$ cat config.mk
export PLATFORM = sky130hd
export DESIGN_NAME = key_debouncer
export DESIGN_NICKNAME = d
export VERILOG_FILES = /design/src/rtl/key_debouncer.sv
export SDC_FILE = /design/constraint.sdc
export NUM_CORES = 1
export LEC_CHECK = 0
export CORE_MARGIN = 5
export CORE_UTILIZATION = 56
export DETAILED_ROUTE_END_ITERATION = 6
export PLACE_DENSITY_LB_ADDON = 0.08
export SETUP_SLACK_MARGIN = 0.3
export SLEW_MARGIN = 20
export SYNTH_ARGS = -nofsm -noshare
export SYNTH_HDL_FRONTEND = slang
export SYNTH_SLANG_ARGS = --single-unit
$ cat constraint.sdc
create_clock -name clk -period 4.4 [get_ports clk]
set_input_delay 0.66 -clock clk [delete_from_list [all_inputs] [get_ports clk]]
set_output_delay 0.66 -clock clk [all_outputs]
set_load 0.01 [all_outputs]
$ cat src/rtl/key_debouncer.sv
`default_nettype none
// ============================================================================
// Module   : key_debouncer
// Brief    : Per-key synchroniser, stability-counter debouncer, press/release
//            strobes and hold auto-repeat ticks for active-low board keys.
//            The release strobe port is named release_stb because `release`
//            is a reserved word in SystemVerilog.
// Revision : 1.0
// ============================================================================
module key_debouncer #(
    parameter int N_KEYS          = 3,
    parameter int DEBOUNCE_CYCLES = 250000,
    parameter int REPEAT_DELAY    = 25000000,
    parameter int REPEAT_PERIOD   = 5000000
) (
    input  logic              clk,
    input  logic              reset,
    input  logic [N_KEYS-1:0] key_n,
    output logic [N_KEYS-1:0] pressed,
    output logic [N_KEYS-1:0] press,
    output logic [N_KEYS-1:0] release_stb,
    output logic [N_KEYS-1:0] hold_tick
);

    localparam int               c_CNT_W    = $clog2(DEBOUNCE_CYCLES + 1);
    localparam logic [c_CNT_W-1:0] c_CNT_LAST = c_CNT_W'(DEBOUNCE_CYCLES - 1);

    // Two-flop synchroniser; idles at 1 so a reset looks like "released".
    logic [N_KEYS-1:0] r_sync1;
    logic [N_KEYS-1:0] r_sync2;

    always_ff @(posedge clk or posedge reset) begin
        if (reset) begin
            r_sync1 <= '1;
            r_sync2 <= '1;
        end else begin
            r_sync1 <= key_n;
            r_sync2 <= r_sync1;
        end
    end

    for (genvar i = 0; i < N_KEYS; i++) begin : g_key
        logic [c_CNT_W-1:0] r_cnt;
        logic               r_pressed;
        logic               r_press;
        logic               r_release;
        logic               w_raw;
        logic               w_accept;

        assign w_raw    = ~r_sync2[i];
        assign w_accept = (w_raw != r_pressed) && (r_cnt == c_CNT_LAST);

        always_ff @(posedge clk or posedge reset) begin
            if (reset) begin
                r_cnt     <= '0;
                r_pressed <= 1'b0;
                r_press   <= 1'b0;
                r_release <= 1'b0;
            end else begin
                r_press   <= 1'b0;
                r_release <= 1'b0;
                if (w_raw == r_pressed) begin
                    r_cnt <= '0;
                end else if (w_accept) begin
                    r_cnt     <= '0;
                    r_pressed <= w_raw;
                    r_press   <= w_raw;
                    r_release <= ~w_raw;
                end else begin
                    r_cnt <= r_cnt + 1'b1;
                end
            end
        end

        assign pressed[i]     = r_pressed;
        assign press[i]       = r_press;
        assign release_stb[i] = r_release;

        if (REPEAT_DELAY > 0) begin : g_repeat
            localparam int c_RMAX    = (REPEAT_DELAY > REPEAT_PERIOD) ? REPEAT_DELAY : REPEAT_PERIOD;
            localparam int c_RCNT_W  = $clog2(c_RMAX + 1);
            localparam int c_RCNT_XW = c_RCNT_W + 1;
            localparam logic [c_RCNT_XW-1:0] c_DELAY  = c_RCNT_XW'(REPEAT_DELAY);
            localparam logic [c_RCNT_XW-1:0] c_PERIOD = c_RCNT_XW'(REPEAT_PERIOD);

            typedef enum logic [0:0] {
                RP_DELAY  = 1'b0,
                RP_PERIOD = 1'b1
            } rep_phase_t;

            rep_phase_t            r_phase;
            rep_phase_t            w_phase_nxt;
            logic [c_RCNT_W-1:0]   r_rcnt;
            logic [c_RCNT_W-1:0]   w_rcnt_nxt;
            logic [c_RCNT_XW-1:0]  w_rcnt_inc;
            logic [c_RCNT_XW-1:0]  w_target;
            logic                  r_tick;
            logic                  w_tick_nxt;

            always_ff @(posedge clk or posedge reset) begin
                if (reset) begin
                    r_phase <= RP_DELAY;
                    r_rcnt  <= '0;
                    r_tick  <= 1'b0;
                end else begin
                    r_phase <= w_phase_nxt;
                    r_rcnt  <= w_rcnt_nxt;
                    r_tick  <= w_tick_nxt;
                end
            end

            assign w_rcnt_inc = {1'b0, r_rcnt} + 1'b1;
            assign w_target   = (r_phase == RP_DELAY) ? c_DELAY : c_PERIOD;

            // Counter restarts at every tick; the phase selects delay vs period.
            always_comb begin
                w_phase_nxt = r_phase;
                w_rcnt_nxt  = r_rcnt;
                w_tick_nxt  = 1'b0;
                if (!r_pressed || w_accept) begin
                    w_phase_nxt = RP_DELAY;
                    w_rcnt_nxt  = '0;
                end else if (w_rcnt_inc == w_target) begin
                    w_phase_nxt = RP_PERIOD;
                    w_rcnt_nxt  = '0;
                    w_tick_nxt  = 1'b1;
                end else begin
                    w_rcnt_nxt  = w_rcnt_inc[c_RCNT_W-1:0];
                end
            end

            assign hold_tick[i] = r_tick;
        end else begin : g_no_repeat
            assign hold_tick[i] = 1'b0;
        end
    end

endmodule
`default_nettype wire

# Word-level counts from Yosys, hierarchy flattened
# Index checks and enable logic that the tools add are counted.
# word_totals
regBits,150
input_bits,5
word_cells,101
# classes
add_sub_neg,6
n_eq_ne,12
muxes,39
n_bitwise,6
reduce_logical,15
# ops
op,n
two-way mux 25 bit,9
two-way mux 18 bit,6
adder 25 x 1 -> 26 bit (second input constant),3
== test 26 x 25 -> 1 bit,3
adder 18 x 1 -> 18 bit (second input constant),3
== test 18 bit (second input constant),3
two-way mux 1 bit,24
inverter 1 bit,6
AND reduction 2 bit,3
nonzero test 2 bit,3
== test 1 bit,3
logical AND 1 bit,3
zero test 1 bit,3
logical OR 1 bit,3
inequality test 1 bit,3

# Logic depth before layout (Yosys ltp)
# Gate-level depths: netlist (run 1).
# depth
depth_word,5
ltp_mapped,10
mapped_depth_nobuf,8

# Worst setup path before layout (run 1)
# OpenSTA, ideal clock, no wires.
# synth_path
path_kind,register to register
start,register g_key[0].g_repeat.r_rcnt[7]
end,register g_key[0].g_repeat.r_rcnt[20]
setup_ns,0.135
arrival_time_ns,2.918
required_time_ns,4.265
slack_ns,1.347
stages_incl_launch_ff,10
path_buffers,2
synth_period_minus_slack_ns,3.053
path_cell_list,dfrtp_1 > buf_2 > nand4_1 > nor3_1 > nand4_1 > xnor2_1 > or4_1 > a2111oi_4 > buf_2 > nor3b_1
# synth_via
elab_chain_cells,4
# synth_lines
item,line_no,rtl
"start, declared",93,logic [c_RCNT_W-1:0] r_rcnt;
"start signal, assigned",107,r_rcnt <= w_rcnt_nxt;
adder 25 x 1 -> 26 bit (*),112,"assign w_rcnt_inc = {1'b0, r_rcnt} + 1'b1;"
== test 26 x 25 -> 1 bit,123,end else if (w_rcnt_inc == w_target) begin
two-way mux 25 bit (*),123,
two-way mux 25 bit (*),120,if (!r_pressed || w_accept) begin
net g_key[0].g_repeat.w_rcnt_nxt[20],94,logic [c_RCNT_W-1:0] w_rcnt_nxt;
# The timed path passes the listed nets; every way through them passes the cells marked *.
# A chain may end at the register's enable or synchronous reset.

# Final worst setup path (run 1)
# layout_path
start,register g_key[0].g_repeat.r_rcnt[3]
end,register g_key[0].g_repeat.r_rcnt[21]
# Same word-level chain as after synthesis.

==> results of run 1 <==
## routing by layer
| metal | share of wire | wire length [µm] | vias to the layer above | global-route usage |
|---|---|---|---|---|
| li1 | - | - | 2956 | - |
| met1 | 0.47 | 7250 | 2920 | 0.272 |
| met2 | 0.47 | 7300 | 123 | 0.323 |
| met3 | 0.037 | 564 | 29 | 0.0457 |
| met4 | 0.016 | 252 | 0 | 0.0704 |
| met5 | 0 | 0 | - | 0 |
## area by class of cell
type / count / area share
multi-input cells: 631 / 0.444
flip-flops and latches: 150 / 0.433
clock buffers: 22 / 0.0545
well taps: 180 / 0.0259
repair buffers: 18 / 0.0216
clock inverters: 10 / 0.0140
inverters: 16 / 0.00734
## critical path, stage by stage, from the launching register on
cell	delay [ns]
sky130_fd_sc_hd__dfrtp_1	0.48
sky130_fd_sc_hd__nand4_1	0.39
sky130_fd_sc_hd__nor3_1	0.64
sky130_fd_sc_hd__nand4_1	0.19
sky130_fd_sc_hd__xnor2_1	0.18
sky130_fd_sc_hd__or4_1	0.55
sky130_fd_sc_hd__a2111oi_4	0.87
sky130_fd_sc_hd__nor3b_1	0.15
## power breakdown
| part | total (mW) | switching, mW | internal [mW] |
|---|---|---|---|
| Clock | 1.44 | 0.557 | 0.884 |
| Combinational | 0.0509 | 0.0384 | 0.0125 |
| Sequential | 1.40 | 0.00729 | 1.39 |
| Total | 2.89 | 0.602 | 2.29 |
## layout by cell type (no fill, tap or decap), types with 3 or more instances in the layout
master	netlist	routed
sky130_fd_sc_hd__a2111oi_0	3	3
sky130_fd_sc_hd__clkbuf_16	0	17
sky130_fd_sc_hd__nor4_1	16	16
sky130_fd_sc_hd__nand2b_1	3	3
sky130_fd_sc_hd__o21a_1	5	5
sky130_fd_sc_hd__o21ai_0	16	16
sky130_fd_sc_hd__or3_1	12	12
sky130_fd_sc_hd__nor4b_1	5	5
sky130_fd_sc_hd__and2_1	6	6
sky130_fd_sc_hd__a21oi_1	15	15
sky130_fd_sc_hd__nand3_1	62	62
sky130_fd_sc_hd__xnor2_1	61	61
sky130_fd_sc_hd__dfrtp_1	144	144
sky130_fd_sc_hd__dfstp_2	6	6
sky130_fd_sc_hd__o2111ai_1	3	3
sky130_fd_sc_hd__nand4_1	32	32
sky130_fd_sc_hd__xor2_1	47	47
sky130_fd_sc_hd__nor3b_1	18	18
sky130_fd_sc_hd__clkinv_4	0	3
sky130_fd_sc_hd__o31ai_1	3	3
sky130_fd_sc_hd__or2_2	4	4
sky130_fd_sc_hd__ha_1	6	6
sky130_fd_sc_hd__nor3_1	52	52
sky130_fd_sc_hd__clkbuf_8	0	3
sky130_fd_sc_hd__nand2_1	70	70
sky130_fd_sc_hd__clkdlybuf4s50_1	0	16
sky130_fd_sc_hd__a211oi_1	7	7
sky130_fd_sc_hd__inv_1	16	15
sky130_fd_sc_hd__and4_1	7	7
sky130_fd_sc_hd__nor2_1	108	108
sky130_fd_sc_hd__and3_1	25	25
sky130_fd_sc_hd__nand3b_1	3	3
sky130_fd_sc_hd__or4_1	9	9
## cell families (layout without fill, tap and decap cells)
family	after synthesis	after routing	synth area share
AND/OR/NAND/NOR	441	441	0.287
adder cells (fa/ha/maj)	6	6	0.00949
multiplexers	2	2	0.00253
flip-flops	150	150	0.475
XOR/XNOR	108	108	0.120
buffers and inverters	60	66	0.0367
AO/OA/AOI/OAI	74	74	0.0690
## registers in the layout (all words and copies together), names as in the netlist
| name | cells |
|---|---|
| g_key.g_repeat.r_rcnt | 75 |
| g_key.r_cnt | 54 |
| g_key.g_repeat.r_phase | 3 |
| g_key.g_repeat.r_tick | 3 |
| g_key.r_press | 3 |
| g_key.r_pressed | 3 |
| g_key.r_release | 3 |
| r_sync1 | 3 |
| r_sync2 | 3 |
## stage by stage
stage          utilization  instances
2_1_floorplan            -        841
5_1_grt              0.626       1027
3_5_place_dp         0.583        995
4_1_cts              0.626       1027
3_3_place_gp         0.583        995
6_report             0.626       1027
## path summary, 6_finish.rpt
check                                                      start                                     end  slack (ns)  cells after the start
max in group asynchronous                                  reset   g_key[1].g_repeat.r_rcnt[0]$_DFF_PP0_        3.00                      3
min in group asynchronous                                  reset  g_key[2].g_repeat.r_rcnt[10]$_DFF_PP0_        0.82                      3
min                                         r_sync1[2]$_DFF_PP1_                    r_sync2[2]$_DFF_PP1_        0.36                      0
max                        g_key[0].g_repeat.r_rcnt[3]$_DFF_PP0_  g_key[0].g_repeat.r_rcnt[21]$_DFF_PP0_        0.80                      7
max reg2reg                g_key[0].g_repeat.r_rcnt[3]$_DFF_PP0_  g_key[0].g_repeat.r_rcnt[21]$_DFF_PP0_        0.80                      7
min reg2reg                                 r_sync1[2]$_DFF_PP1_                    r_sync2[2]$_DFF_PP1_        0.36                      0
==> flow_results.org, run 1 <==
** Outcome
- Outcome :: finished, final reports clean

** Route
- Routed Antenna Nets :: 0
- First-pass DRT Iterations :: 5
- Detailed routing inserted a total of 6028 vias.
- Drt wl/cell :: 15.0 µm
- Post-detailed-route via-to-cell ratio :: 5.87
- Number of DRC markers after the initial detailed-route iteration :: 579
- DRC violation count after routing :: 0
- Total length of routed wires :: 15400 µm

** Logic synthesis
- Synthesized instance count :: 841
- Cell area after technology mapping :: 0.00791 mm²
- Of the post-synthesis cell area, the dominant cell type holds 0.455.
- Post-synthesis cell type with the largest combined area :: sky130_fd_sc_hd__dfrtp_1
- Sorting the synthesized cells by area gives the leading types as sky130_fd_sc_hd__dfrtp_1 (46%), sky130_fd_sc_hd__xnor2_1 (6.8%), sky130_fd_sc_hd__xor2_1 (5.2%), sky130_fd_sc_hd__nor2_1 (5.1%), sky130_fd_sc_hd__nand3_1 (3.9%).
- Counting flops with a built-in enable in the synthesized netlist gives 0.
- Synthesis-stage register bit count :: 150
- After synthesis, the share of flip-flops with an asynchronous set or reset is 1.00.
- Of the synthesized area, sequential elements account for 0.475.
- Synthesis produced a netlist with a net count of 852.
- Count of yosys warnings during synthesis :: 0
- In the synthesized netlist, the cells that appear most often are sky130_fd_sc_hd__dfrtp_1 (144), sky130_fd_sc_hd__nor2_1 (108), sky130_fd_sc_hd__nand2_1 (70).
- Yosys instantiated no cell more often than sky130_fd_sc_hd__dfrtp_1.
- Among all flip-flop cells after synthesis, the most frequent one is sky130_fd_sc_hd__dfrtp_1.
- After synthesis, the mean cell area works out to 9.41 µm².
- Distinct cells, synth :: 57

** Place
- Port buffering added 16 buffers.
- The placed instances occupy a cell area of 0.00810 mm².
- Detailed placement HPWL :: 10300 µm
- OpenSTA, run right after detailed placement, puts the worst setup slack at 0.854 ns.
- GPL Wtd Cong :: 0.851

** GRT
- Number of global-route vias before repair :: 5961
- The first global-routing pass estimated 27500 µm of wire.
- In the global route stage, overall resource usage came out at 0.202.
- The number of antenna violations at the first check in global routing was 0.
- Total gr overflow :: 0
- Pin count of the biggest net entering global routing :: 151

** Finish
- 0 antenna diodes ended up in the layout.
- At the end of the flow, the number of nets in the layout was 845.
- Area taken by multi-input logic gates :: 0.00386 mm²
- Finished Cell Area :: 0.00869 mm²
- Area taken by flip-flops and latches :: 0.00376 mm²
- The layout has 1200 filler cells.
- Relative to the synthesized area, the layout overhead comes to 9.88%.
- Proportion of layout cells with a drive suffix above 1 :: 0.0567

** Floorplanning
- Die Span Y :: 129 µm
- Number of top-level design ports :: 17
- Floorplan die area :: 0.0166 mm²
- The die is 129 µm wide.
- The core region is 0.0139 mm².
- Placement Rows :: 43
- Starting density of the core :: 0.570

** Critical path
- STA classifies the critical path startpoint as a flip-flop.
- Endpoint type of the worst setup path :: flip-flop
- Worst-path maximum fanout :: 16
- Worst endpoint required time :: 4.65 ns
- Setup Crit Path Kind :: flip-flop to flip-flop
- For the worst setup path, the data arrival time is 3.85 ns.

** Clock tree
- Buffers added to address setup during post-CTS repair amount to 0.
- In this run, CTS created clock tree buffers numbering 17.
- Clock latency reported for the late side of the worst-skew pair :: 0.43 ns
- The tree built by TritonCTS fans out to 150 sinks.
- Post-CTS Resized :: 0
- Count of H-tree levels built during CTS :: 4
- Clock tree from TritonCTS :: built
- Clock-pin slew was measured on the worst setup and hold paths at 0.06 ns.
- Clock Tree Root :: sky130_fd_sc_hd__clkbuf_16
- CTS Hold Buffers Added :: 0
- The clock passes through at most 2 buffers.

** Pwr
- Summed over all cells, the static leakage comes to 3.42 nW.
- Total power for the finished layout comes to 2.89 mW.
- Pwr/cell area :: 332 mW/mm²
- VDD IR max :: 0.340 mV

** STA
- Post-layout minimum cycle time :: 3.60 ns
- In the finished design, the share of the clock period the worst path needs comes to 0.819.
- The tightest hold path in the finished design has a slack of 0.356 ns.
- The final-report max-slew violation count came to 0.
- Remaining max-slew budget at the tightest pin :: 0.364
- Endpoints failing hold :: 0
- On the final layout, the worst clock skew is 0.0127 ns.
- Setup slack after layout :: 0.796 ns
- Setup TNS :: 0 ns
- Final setup violating endpoints :: 0
- Derived from the worst setup path, the maximum achievable clock frequency is 278 MHz.
- Setup repair after global routing left no endpoint under its margin.
- Worst Tran Pin Value :: 0.954 ns

** Flow run
- The tool flagged a number of max-cap violations equal to 0.

** Worst hold path
- Min-Delay Path Class :: flip-flop to flip-flop
Note: power is estimated with default switching activity, not from simulation.
==> run 2: changes to the inputs <==
- clock period: 4.4 -> 3 ns (I/O delays scaled with it)
==> flow_results.org, run 2 (synthesized netlist as in run 1, its figures left out) <==
** Floorplanning
- Die boundary width :: 129 µm (unchanged)
- The height of the die came to 129 µm (unchanged).
- The starting density of the core came to 0.570 (unchanged).
- The standard cell core area is 0.0139 mm² (unchanged).
- Number of top-level design ports :: 17 (unchanged)
- Floorplan die area :: 0.0166 mm² (unchanged)
- The number of cell rows came to 43 (unchanged).

** Place
- The estimated wirelength of the detail-placed design was 11500 µm (was 10300 µm).
- Count of buffers inserted at the top-level ports :: 16 (unchanged)
- GPL Wtd Cong :: 0.912 (was 0.851)
- Placed cell area :: 0.00856 mm² (was 0.00810 mm²)

** STA
- Remaining max-slew budget at the tightest pin :: 0.633 (was 0.364)
- The worst-margin pin slew is 0.549 ns (was 0.954 ns).
- The maximum frequency from static timing analysis came to 354 MHz (was 278 MHz).
- Slew Limit Fails :: 0 (unchanged)
- The post-route clock skew was 0.00630 ns (was 0.0127 ns).
- Post-layout minimum cycle time :: 2.83 ns (was 3.60 ns)
- Setup TNS :: 0 ns (unchanged)
- The share of the clock period used by the worst path after layout came to 0.943 (was 0.819).
- Setup repair after global routing missed its margin: yes (was no).
- Worst hold margin :: 0.357 ns (was 0.356 ns)
- Endpoints failing hold :: 0 (unchanged)
- Final setup violating endpoints :: 0 (unchanged)

** GRT
- Total gr overflow :: 0 (unchanged)
- The wire length of the first global-routing pass was 30300 µm (was 27500 µm).
- The pin count of the biggest net entering global routing came to 60 (was 151).
- The met3 track utilization from global routing was 0.0423 (was 0.0457).
- Number of global-route vias before repair :: 6463 (was 5961)
- The routing usage on met1 is 0.302 (was 0.272).
- Global-route track usage on met2 :: 0.362 (was 0.323)
- Gr busiest metal :: met2 (unchanged)
- Number of antenna violations at the first check in global routing :: 0 (unchanged)
- Gr usage total :: 0.222 (was 0.202)

** Pwr
- Net switching share of the total power :: 0.217 (was 0.208)
- The relative contribution of the clock network to total power is 0.510 (was 0.498).
- The worst IR drop on VDD was 0.414 mV (was 0.340 mV).
- The net switching power came to 0.946 mW (was 0.602 mW).
- Pwr/cell area :: 439 mW/mm² (was 332 mW/mm²)
- Combinational share of power :: 0.018 (about the same)
- The register share of total power was 0.472 (was 0.484).
- Internal power :: 3.40 mW (was 2.29 mW)
- The leakage component of the power was 3.95 nW (was 3.42 nW).

** Finish
- Finished Cell Area :: 0.00991 mm² (was 0.00869 mm²)
- Largest register by flop count :: g_key.g_repeat.r_rcnt (unchanged)
- Leading cell types in the layout, fill and taps excluded :: sky130_fd_sc_hd__dfrtp_1 (129), sky130_fd_sc_hd__nor2_1 (106), sky130_fd_sc_hd__buf_4 (79) (was sky130_fd_sc_hd__dfrtp_1 (144), sky130_fd_sc_hd__nor2_1 (108), sky130_fd_sc_hd__nand2_1 (70))
- The number of filler cells placed in the layout came to 1044 (was 1200).
- The most common cell after layout, fill and taps aside was sky130_fd_sc_hd__dfrtp_1 (unchanged).
- Flip-flop count of the largest register, all copies and words added :: 75 (unchanged)
- Number of nets in the layout :: 931 (was 845)
- Area taken by flip-flops and latches :: 0.00378 mm² (was 0.00376 mm²)
- Area taken by multi-input logic gates :: 0.00438 mm² (was 0.00386 mm²)
- Largest regs :: g_key.g_repeat.r_rcnt x75, g_key.r_cnt x54 (unchanged)
- The share of layout cells above drive strength 1 was 0.250 (was 0.0567).
- The synthesis-to-layout area growth came to 25.3% (was 9.88%).
- Antenna Cells :: 0 (unchanged)

** Clock tree
- The clock net sink count was 150 (unchanged).
- Clock latency reported for the late side of the worst-skew pair :: 0.42 ns (was 0.43 ns)
- Clock slew at reported path FFs :: 0.06 ns (about the same)
- The number of buffers added to fix hold violations after cts is 0 (unchanged).
- The maximum clock insertion buffer count was 2 (unchanged).
- Clock Tree Root :: sky130_fd_sc_hd__clkbuf_16 (unchanged)
- TritonCTS buffer count :: 17 (unchanged)
- The maximum level of the CTS H-tree is 4 (unchanged).
- The clock tree from TritonCTS is built (unchanged).

** Route
- Post-detailed-route via-to-cell ratio :: 5.99 (was 5.87)
- The count of unresolved DRC violations after routing came to 0 (unchanged).
- Drt wl/cell :: 16.7 µm (was 15.0 µm)
- Routed Antenna Nets :: 0 (unchanged)
- The final routed wirelength across all metal layers came to 18600 µm (was 15400 µm).
- Via count of the routed design :: 6667 (was 6028)
- The number of search-and-repair iterations in the first detailed-routing pass is 7 (was 5).
- Number of DRC markers after the initial detailed-route iteration :: 490 (was 579)

** Worst hold path
- Min-Delay Path Class :: flip-flop to flip-flop (unchanged)
- Origin of the worst min-delay path :: r_sync1[2]$_DFF_PP1_ (unchanged)

** Critical path
- The launch point of the critical path is g_key[1].g_repeat.r_rcnt[0]$_DFF_PP0_ (was g_key[0].g_repeat.r_rcnt[3]$_DFF_PP0_).
- The critical path start-end classification was flip-flop to flip-flop (unchanged).
- Critical path startpoint category :: flip-flop (unchanged)
- Worst endpoint required time :: 3.29 ns (was 4.65 ns)
- The data arrival at the endpoint of the critical path came to 3.12 ns (was 3.85 ns).
- R2r startpoint :: g_key[1].g_repeat.r_rcnt[0]$_DFF_PP0_ (was g_key[0].g_repeat.r_rcnt[3]$_DFF_PP0_)
- The largest fanout on the critical path was 8 (was 16).
- Endpoint type of the worst setup path :: flip-flop (unchanged)

** Outcome
- Outcome: finished, final reports clean (unchanged).

** Flow run
- Max Cap Viol :: 0 (unchanged)
==> run 2: changes by cell type in the layout (fill, tap and decap cells not counted), moves of 6 or more <==
cell	delta
sky130_fd_sc_hd__nand3_2	+6
sky130_fd_sc_hd__nor3b_1	-10
sky130_fd_sc_hd__dfrtp_1	-15
sky130_fd_sc_hd__buf_6	+7
sky130_fd_sc_hd__nor3b_2	+10
sky130_fd_sc_hd__nor4_1	-6
sky130_fd_sc_hd__or4_4	+6
sky130_fd_sc_hd__nor3_2	+21
sky130_fd_sc_hd__nor3_1	-25
sky130_fd_sc_hd__nand3_1	-8
sky130_fd_sc_hd__dfrtp_2	+15
sky130_fd_sc_hd__buf_4	+78
==> run 2: layout make-up <==
| class | count | share of cell area |
|---|---|---|
| multi-input cells | 632 | 0.441 |
| well taps | 180 | 0.0227 |
| inverters | 16 | 0.00644 |
| clock inverters | 13 | 0.0173 |
| repair buffers | 103 | 0.0860 |
| flip-flops and latches | 150 | 0.381 |
| clock buffers | 19 | 0.0447 |
==> run 2: power groups by stage <==
stage               combinational [mW]  clock (mW)  sequential [mW]
CTS                             0.0840        2.25             2.05
floorplan                       0.0542           0             2.09
detailed placement              0.0835           0             2.09
finish                          0.0800        2.22             2.05
global placement                0.0799           0             2.09
global route                    0.0958        2.34             2.05
==> run 2: critical path, cell delays in order, from the launching register on <==
cell and delay, ns:
sky130_fd_sc_hd__dfrtp_1 0.41, sky130_fd_sc_hd__ha_4 0.18, sky130_fd_sc_hd__nand4_1 0.21, sky130_fd_sc_hd__buf_4 0.21, sky130_fd_sc_hd__buf_4 0.14, sky130_fd_sc_hd__nor3_4 0.27, sky130_fd_sc_hd__and3_4 0.25, sky130_fd_sc_hd__xor2_4 0.18
sky130_fd_sc_hd__nand3_2 0.11, sky130_fd_sc_hd__a2111oi_4 0.44, sky130_fd_sc_hd__buf_6 0.21, sky130_fd_sc_hd__nor3_1 0.07
==> run 2: path summary, 6_finish.rpt <==
check	to	slack [ns]	depth (start not counted)
max	g_key[1].g_repeat.r_rcnt[19]$_DFF_PP0_	0.17	11
min	r_sync2[2]$_DFF_PP1_	0.36	0
max reg2reg	g_key[1].g_repeat.r_rcnt[19]$_DFF_PP0_	0.17	11
min reg2reg	r_sync2[2]$_DFF_PP1_	0.36	0
max in group asynchronous	g_key[1].g_repeat.r_rcnt[2]$_DFF_PP0_	2.02	3
min in group asynchronous	g_key[2].g_repeat.r_rcnt[19]$_DFF_PP0_	0.49	3
==> run 2: timing repair <==
action | in CTS | in global routing
endpoints found under the setup margin | 49 | 52
buffers inserted | 16 | 33
resized for setup | 20 | 65
pin swaps | 6 | 28
cloned | 0 | 1
==> run 2: per-stage QoR <==
step | setup slack, ns | util | cells | total power, mW
after floorplan | 0.235 | - | 841 | 2.14
after global placement | 0.128 | 0.617 | 1031 | 2.17
after detailed placement | 0.0643 | 0.617 | 1031 | 2.17
after CTS | 0.302 | 0.676 | 1079 | 4.38
after global routing | 0.00546 | 0.714 | 1113 | 4.49
final | 0.171 | 0.714 | 1113 | 4.35
==> run 2: routing by layer <==
layer  share of wire  wire length [µm]  vias up
met5               0                 0        -
met4           0.020               367        0
met3           0.038               700       43
met2            0.51              9460      165
met1            0.43              8090     3332
li1                -                 -     3127
